`config.mk`:
```
export PLATFORM = sky130hd
export DESIGN_NAME = div_controller
export DESIGN_NICKNAME = d
export VERILOG_FILES = /design/src/rtl/div_controller.sv
export SDC_FILE = /design/constraint.sdc
export NUM_CORES = 1
export LEC_CHECK = 0
export CAP_MARGIN = 15
export CORE_MARGIN = 4
export CORE_UTILIZATION = 37
export CTS_CLUSTER_DIAMETER = 100
export DETAILED_ROUTE_END_ITERATION = 10
export PLACE_DENSITY = 0.77
export SYNTH_ARGS = -nofsm -noshare
export SYNTH_HDL_FRONTEND = slang
export SYNTH_SLANG_ARGS = --single-unit
```
`constraint.sdc`:
```
create_clock -name clk -period 4.5 [get_ports clk]
set_input_delay 0.45 -clock clk [delete_from_list [all_inputs] [get_ports clk]]
set_output_delay 0.45 -clock clk [all_outputs]
set_load 0.1 [all_outputs]
```
`src/rtl/div_controller.sv`:
```
// div_controller
//
// Sequences a multi-cycle divider for the EX stage: accepts a DIV/DIVU request, holds the
// pipeline while the divider runs, writes {remainder, quotient} to HI/LO, and recovers from
// pipeline flushes and from a divider that never answers (watchdog).
//
// Ports
//   clk, rst                       clock (rising edge), asynchronous active-high reset
//   ex_div_req_i, ex_op_i          EX stage divide request and its ALU control code
//   ex_opdata1_i, ex_opdata2_i     dividend / divisor
//   flush_i                        kills the instruction currently in EX
//   stall_o                        freeze EX and earlier stages (combinational)
//   div_start_o                    divider start (registered)
//   div_annul_o                    divider annul (combinational, only in RUN)
//   div_op_o, div_opdata*_o        latched copy of the accepted request
//   div_ready_i, div_result_i      divider completion and {remainder, quotient}
//   hilo_we_o, hi_o, lo_o          HI/LO write port
//   err_o                          one-cycle watchdog timeout pulse
module div_controller #(
    parameter int unsigned TIMEOUT = 63
) (
    input  logic        clk,
    input  logic        rst,
    input  logic        ex_div_req_i,
    input  logic [4:0]  ex_op_i,
    input  logic [31:0] ex_opdata1_i,
    input  logic [31:0] ex_opdata2_i,
    input  logic        flush_i,
    output logic        stall_o,
    output logic        div_start_o,
    output logic        div_annul_o,
    output logic [4:0]  div_op_o,
    output logic [31:0] div_opdata1_o,
    output logic [31:0] div_opdata2_o,
    input  logic        div_ready_i,
    input  logic [63:0] div_result_i,
    output logic        hilo_we_o,
    output logic [31:0] hi_o,
    output logic [31:0] lo_o,
    output logic        err_o
);

    // Counter holds the number of RUN cycles already elapsed; RUN may last TIMEOUT cycles.
    localparam int unsigned CntW = (TIMEOUT < 2) ? 1 : $clog2(TIMEOUT);

    typedef enum logic [1:0] {
        StIdle,
        StRun,
        StDone,
        StAbort
    } state_e;

    state_e            state_q, state_d;
    logic              start_q, start_d;
    logic [4:0]        op_q, op_d;
    logic [31:0]       opdata1_q, opdata1_d;
    logic [31:0]       opdata2_q, opdata2_d;
    logic [31:0]       hi_q, hi_d;
    logic [31:0]       lo_q, lo_d;
    logic              err_q, err_d;
    logic [CntW-1:0]   cnt_q, cnt_d;
    logic              abort_cnt_q, abort_cnt_d;
    logic              timeout_hit;

    assign timeout_hit = (cnt_q == CntW'(TIMEOUT - 1));

    always_comb begin
        state_d     = state_q;
        start_d     = start_q;
        op_d        = op_q;
        opdata1_d   = opdata1_q;
        opdata2_d   = opdata2_q;
        hi_d        = hi_q;
        lo_d        = lo_q;
        err_d       = 1'b0;
        cnt_d       = cnt_q;
        abort_cnt_d = abort_cnt_q;

        unique case (state_q)
            StIdle: begin
                if (ex_div_req_i && !flush_i) begin
                    op_d      = ex_op_i;
                    opdata1_d = ex_opdata1_i;
                    opdata2_d = ex_opdata2_i;
                    start_d   = 1'b1;
                    cnt_d     = '0;
                    state_d   = StRun;
                end
            end
            StRun: begin
                cnt_d = cnt_q + CntW'(1);
                // Flush wins over a result arriving in the same cycle; a result arriving on
                // the last allowed cycle still completes normally.
                if (flush_i) begin
                    start_d     = 1'b0;
                    abort_cnt_d = 1'b0;
                    state_d     = StAbort;
                end else if (div_ready_i) begin
                    hi_d    = div_result_i[63:32];
                    lo_d    = div_result_i[31:0];
                    start_d = 1'b0;
                    state_d = StDone;
                end else if (timeout_hit) begin
                    err_d       = 1'b1;
                    start_d     = 1'b0;
                    abort_cnt_d = 1'b0;
                    state_d     = StAbort;
                end
            end
            StDone: begin
                // The request still visible here is the instruction that just finished.
                state_d = StIdle;
            end
            StAbort: begin
                // Two cycles with start low let the divider drain back to its free state.
                start_d = 1'b0;
                if (abort_cnt_q) begin
                    state_d = StIdle;
                end else begin
                    abort_cnt_d = 1'b1;
                end
            end
            default: begin
                start_d = 1'b0;
                state_d = StIdle;
            end
        endcase
    end

    always_ff @(posedge clk or posedge rst) begin
        if (rst) begin
            state_q     <= StIdle;
            start_q     <= 1'b0;
            op_q        <= '0;
            opdata1_q   <= '0;
            opdata2_q   <= '0;
            hi_q        <= '0;
            lo_q        <= '0;
            err_q       <= 1'b0;
            cnt_q       <= '0;
            abort_cnt_q <= 1'b0;
        end else begin
            state_q     <= state_d;
            start_q     <= start_d;
            op_q        <= op_d;
            opdata1_q   <= opdata1_d;
            opdata2_q   <= opdata2_d;
            hi_q        <= hi_d;
            lo_q        <= lo_d;
            err_q       <= err_d;
            cnt_q       <= cnt_d;
            abort_cnt_q <= abort_cnt_d;
        end
    end

    // Combinational outputs are gated by rst so every output reads 0 while reset is held.
    always_comb begin
        stall_o     = 1'b0;
        div_annul_o = 1'b0;
        hilo_we_o   = 1'b0;
        unique case (state_q)
            StIdle:  stall_o = ex_div_req_i & ~flush_i;
            StRun: begin
                stall_o     = 1'b1;
                div_annul_o = flush_i | (timeout_hit & ~div_ready_i);
            end
            StDone:  hilo_we_o = ~flush_i;
            StAbort: stall_o = ex_div_req_i;
            default: stall_o = 1'b0;
        endcase
        if (rst) begin
            stall_o     = 1'b0;
            div_annul_o = 1'b0;
            hilo_we_o   = 1'b0;
        end
    end

    assign div_start_o   = start_q;
    assign div_op_o      = op_q;
    assign div_opdata1_o = opdata1_q;
    assign div_opdata2_o = opdata2_q;
    assign hi_o          = hi_q;
    assign lo_o          = lo_q;
    assign err_o         = err_q;

endmodule

```
==> flow_summary.ini, run 1 <==
[outcome]
status = finished, final reports clean

[grt]
antenna_found_initial = 0
grt_pass1_wl_mm = 24.0
grt_pass1_vias = 4443
track_usage_pct = 17.4
grt_max_degree = 106
overflow = 0

[synthesis]
async_flop_share_pct = 100
ys_ff_latch = 144
synth_area_leader_cell = dfrtp_1
syn_nets = 484
synthTopCellsByCount = 144 x dfrtp_1, 100 x mux2_2, 33 x mux2_4
synth_top_area_share_pct = 63.5
synthDistinctLibCells = 32
syn_inst = 344
synth-edff-count = 0
yosys.cell_count.top_type = dfrtp_1
dominantRegCellSynth = dfrtp_1
synth_area_um2 = 5670
yosys-top-cells-area = dfrtp_1 64%, mux2_2 20%, mux2_4 8.7%, buf_12 1.1%, buf_2 0.79%
ys_seq_area_share_pct = 63.5
synth_warnings = 0
syn_area_per_cell_um2 = 16.5

[clocking]
htree_levels = 4
hold_buffers = 0
cts_post_setup_buffers_inserted = 0
clk_latency_ps = 410
clk_pin_slew_ps = 60
numCtsBuffers = 17
clock_sinks = 144
cts-root-buf = clkbuf_16
clk_path_buf_depth = 2
cts_resized = 0
cts_tree = built

[finish]
fin_cells = 822
syn_to_final_growth_pct = 62.0
nNetsFinal = 765
drive_gt1_share_pct = 27.1
fin_area_um2 = 9190
fillers = 1101
utilization_pct = 62.3
diodes = 0

[critical_path]
cp-end-kind = primary output
cp-start-kind = primary input
crit_fanout = 7
worstPathArrival_ps = 2800
crit_required_ps = 4050
critical_path_class = in2out
reg2reg_setup_slack_ps = 2050

[die]
die-height_um = 132
num_rows = 44
pin_count = 276
dieWidth_um = 132
core_um2 = 14800
die_area_um2 = 17400
initial_utilization_pct = 38.4

[sta]
slew_headroom_pct = 20.6
setup_violations = 0
clock-skew-final_ps = 5.76
slew_violations = 0
fin_setup_tns_ps = 0
final.min_clock_period_ps = 3250
rsz0062_at_grt = false
worst_pin_slew_ps = 1190
fmax_ghz = 0.308
post-route-period-util_pct = 72.2
hold_viol_final = 0

[placement]
place.gp.congestion = 0.814
dp_hpwl_mm = 11.1
dp.cells = 790
port_buffers = 275
place_area_um2 = 8550

[routing]
routed_via_density = 4.77
drc_errors = 0
vias = 3919
drtIter0Drc = 115
firstDrtPassIters = 4
wirelength_mm = 14.9
drtAntennaViolNets = 0
post_drt_wl_per_cell_um = 18.2

[job]
cap_violations = 0

[min_path]
hold_path.class = reg2reg
final cells by class:
class | count | area, um^2 | area share, %
repair buffers | 279 | 2780 | 30.3
flip-flops and latches | 144 | 3600 | 39.2
inverters | 5 | 23.8 | 0.259
clock buffers | 17 | 425 | 4.63
clock inverters | 15 | 208 | 2.26
multi-input cells | 178 | 1910 | 20.8
well taps | 184 | 230 | 2.51
registers in the layout (all words and copies together) (netlist names), 2 cells and up:
| name | cells |
|---|---|
| div_opdata1_o | 32 |
| div_opdata2_o | 32 |
| hi_o | 32 |
| lo_o | 32 |
| cnt_q | 6 |
| div_op_o | 5 |
| state_q | 2 |
kinds of logic after synthesis:
logic type               synth area share [%]
AO/OA/AOI/OAI                            1.54
adder cells (fa/ha/maj)                 0.441
buffers and inverters                    2.93
flip-flops                               63.5
multiplexers                             28.8
AND/OR/NAND/NOR                          2.80
stage by stage:
stage / hold WS, ps / worst slack [ps]
2_1_floorplan: 441 / 184
3_3_place_gp: 464 / 1300
3_5_place_dp: 472 / 1250
4_1_cts: 485 / 1230
5_1_grt: 501 / 1160
6_report: 488 / 1250
worst max-delay path: stages:
cell and delay (ps):
clkdlybuf4s50_1 520, or3b_2 510, a21oi_1 160, clkdlybuf4s50_1 1160
worst paths after layout:
kind | from | end | cells past startpoint
worst max-delay path | flush_i | stall_o | 4
worst min-delay path | cnt_q[5] | cnt_q[5] | 1
worst max register to register | state_q[1] | lo_o[17] | 4
worst min register to register | cnt_q[5] | cnt_q[5] | 1
max in group asynchronous | rst | hi_o[26] | 3
min in group asynchronous | rst | div_start_o | 2
layer usage:
layer / vias to the layer above / track usage [%] / share of wire, %
li1: 1790 / - / -
met1: 1943 / 18.8 / 38
met2: 160 / 31.6 / 53
met3: 26 / 4.89 / 5.5
met4: 0 / 7.88 / 3.0
met5: - / 0 / 0
cells in the final DEF, fill, tap and decap left out, drive strengths merged, types with 2 or more instances in the layout:
cell	netlist	routed
nor4	2	2
nand2b	2	2
dfrtp	144	144
o21ai	5	5
nand2	4	4
clkdlybuf4s50	0	275
ha	2	2
a21oi	2	2
nor2b	2	2
inv	5	8
nand3	9	9
nor2	3	3
clkinv	0	7
mux2	133	133
bufinv	0	4
buf	15	4
clkbuf	2	17
Power of run 1 is not shown: default switching activity piles up to over one toggle a cycle in this logic, so the estimate is an artifact.
==> run 2, diff against run 1 <==
- clock period: 4.5 -> 2.9 ns (I/O delays scaled with it)
==> flow_summary.ini, run 2 (synthesis gave the netlist of run 1 again) <==
[critical_path]
r2r_start = state_q[0]
cp-end-kind = primary output
crit_fanout = 6
startpoint = cnt_q[0]
cp-start-kind = flip-flop
critical_path_class = reg2out
crit_required_ps = 2610
worstPathArrival_ps = 1910

[die]
die_area_um2 = 17400
num_rows = 44
dieWidth_um = 132
core_um2 = 14800
pin_count = 276
initial_utilization_pct = 38.4
die-height_um = 132

[finish]
layout_commonest_cell = dfrtp_1
syn_to_final_growth_pct = 56.2
fillers = 1148
ff_latch_area_um2 = 3600
nNetsFinal = 767
drive_gt1_share_pct = 48.9
diodes = 0
multiInputGateArea_um2 = 1930
final_cell_mix = 144 x dfrtp_1, 140 x buf_4, 137 x clkdlybuf4s50_1, 100 x mux2_2, 33 x mux2_4

[sta]
fin_setup_tns_ps = 0
setup_violations = 0
slew_headroom_pct = 63.9
worst_pin_slew_ps = 542
clock-skew-final_ps = 6.44
hold_viol_final = 0
rsz0062_at_grt = false
post-route-period-util_pct = 75.7
final.min_clock_period_ps = 2200
slew_violations = 0
fmax_ghz = 0.455

[job]
cap_violations = 0

[grt]
track_usage_pct = 16.6
antenna_found_initial = 0
grt_max_degree = 104
overflow = 0
grt_pass1_wl_mm = 23.0
grt_pass1_vias = 4278

[routing]
wirelength_mm = 14.4
drtAntennaViolNets = 0
firstDrtPassIters = 4
drtIter0Drc = 163
routed_via_density = 4.77
drc_errors = 0
vias = 3927
post_drt_wl_per_cell_um = 17.5

[clocking]
clk_path_buf_depth = 2
cts_post_setup_buffers_inserted = 0
cts-root-buf = clkbuf_16
cts_resized = 0
clock_sinks = 144
numCtsBuffers = 17
clk_pin_slew_ps = 50
hold_buffers = 0
cts_tree = built
clk_latency_ps = 410
htree_levels = 4

[placement]
dp_hpwl_mm = 10.7
port_buffers = 275
place.gp.congestion = 0.778

[min_path]
min_from = cnt_q[5]
hold_path.class = reg2reg

[outcome]
status = finished, final reports clean
## run 2: area by class of cell
| type | count | share of cell area [%] |
|---|---|---|
| Clock buffer | 24 | 5.66 |
| Sequential cell | 144 | 40.7 |
| Tap cell | 184 | 2.60 |
| Clock inverter | 8 | 0.875 |
| Multi-Input combinational cell | 178 | 21.7 |
| Inverter | 5 | 0.254 |
| Timing Repair Buffer | 281 | 28.2 |
## run 2: worst max-delay path, cell delays in order, from the launching register on
cell and delay, ps:
dfrtp_1 430, inv_1 70, ha_1 190, and3_1 170, a41oi_1 330, nor3_2 60, buf_4 250
## run 2: per-layer routing
layer,GRT usage [%],wire length (um)
met1,19.4,5740
met2,28.0,7280
met3,7.02,1150
met4,5.25,261
met5,0,0
## run 2: metrics by stage
step | instance area (um^2) | cells | utilization, % | worst slack, ps | hold WS, ps
after global routing | 8860 | 824 | 60.1 | 597 | 471
final | 8860 | 824 | 60.1 | 704 | 476
after CTS | 8860 | 824 | 60.1 | 672 | 466
after floorplan | 5690 | 344 | - | 232 | 362
after detailed placement | 8280 | 792 | 56.1 | 651 | 472
after global placement | 8280 | 792 | 56.1 | 693 | 455
## run 2: final timing paths
path	to	slack [ps]	cells past startpoint
min in group asynchronous	hi_o[10]	540	3
worst max-delay path	div_annul_o	700	6
worst min-delay path	cnt_q[5]	480	1
worst max register to register	div_opdata2_o[26]	950	3
max in group asynchronous	lo_o[23]	1960	3
worst min register to register	cnt_q[5]	480	1
Power of run 2 is left out for the same reason.
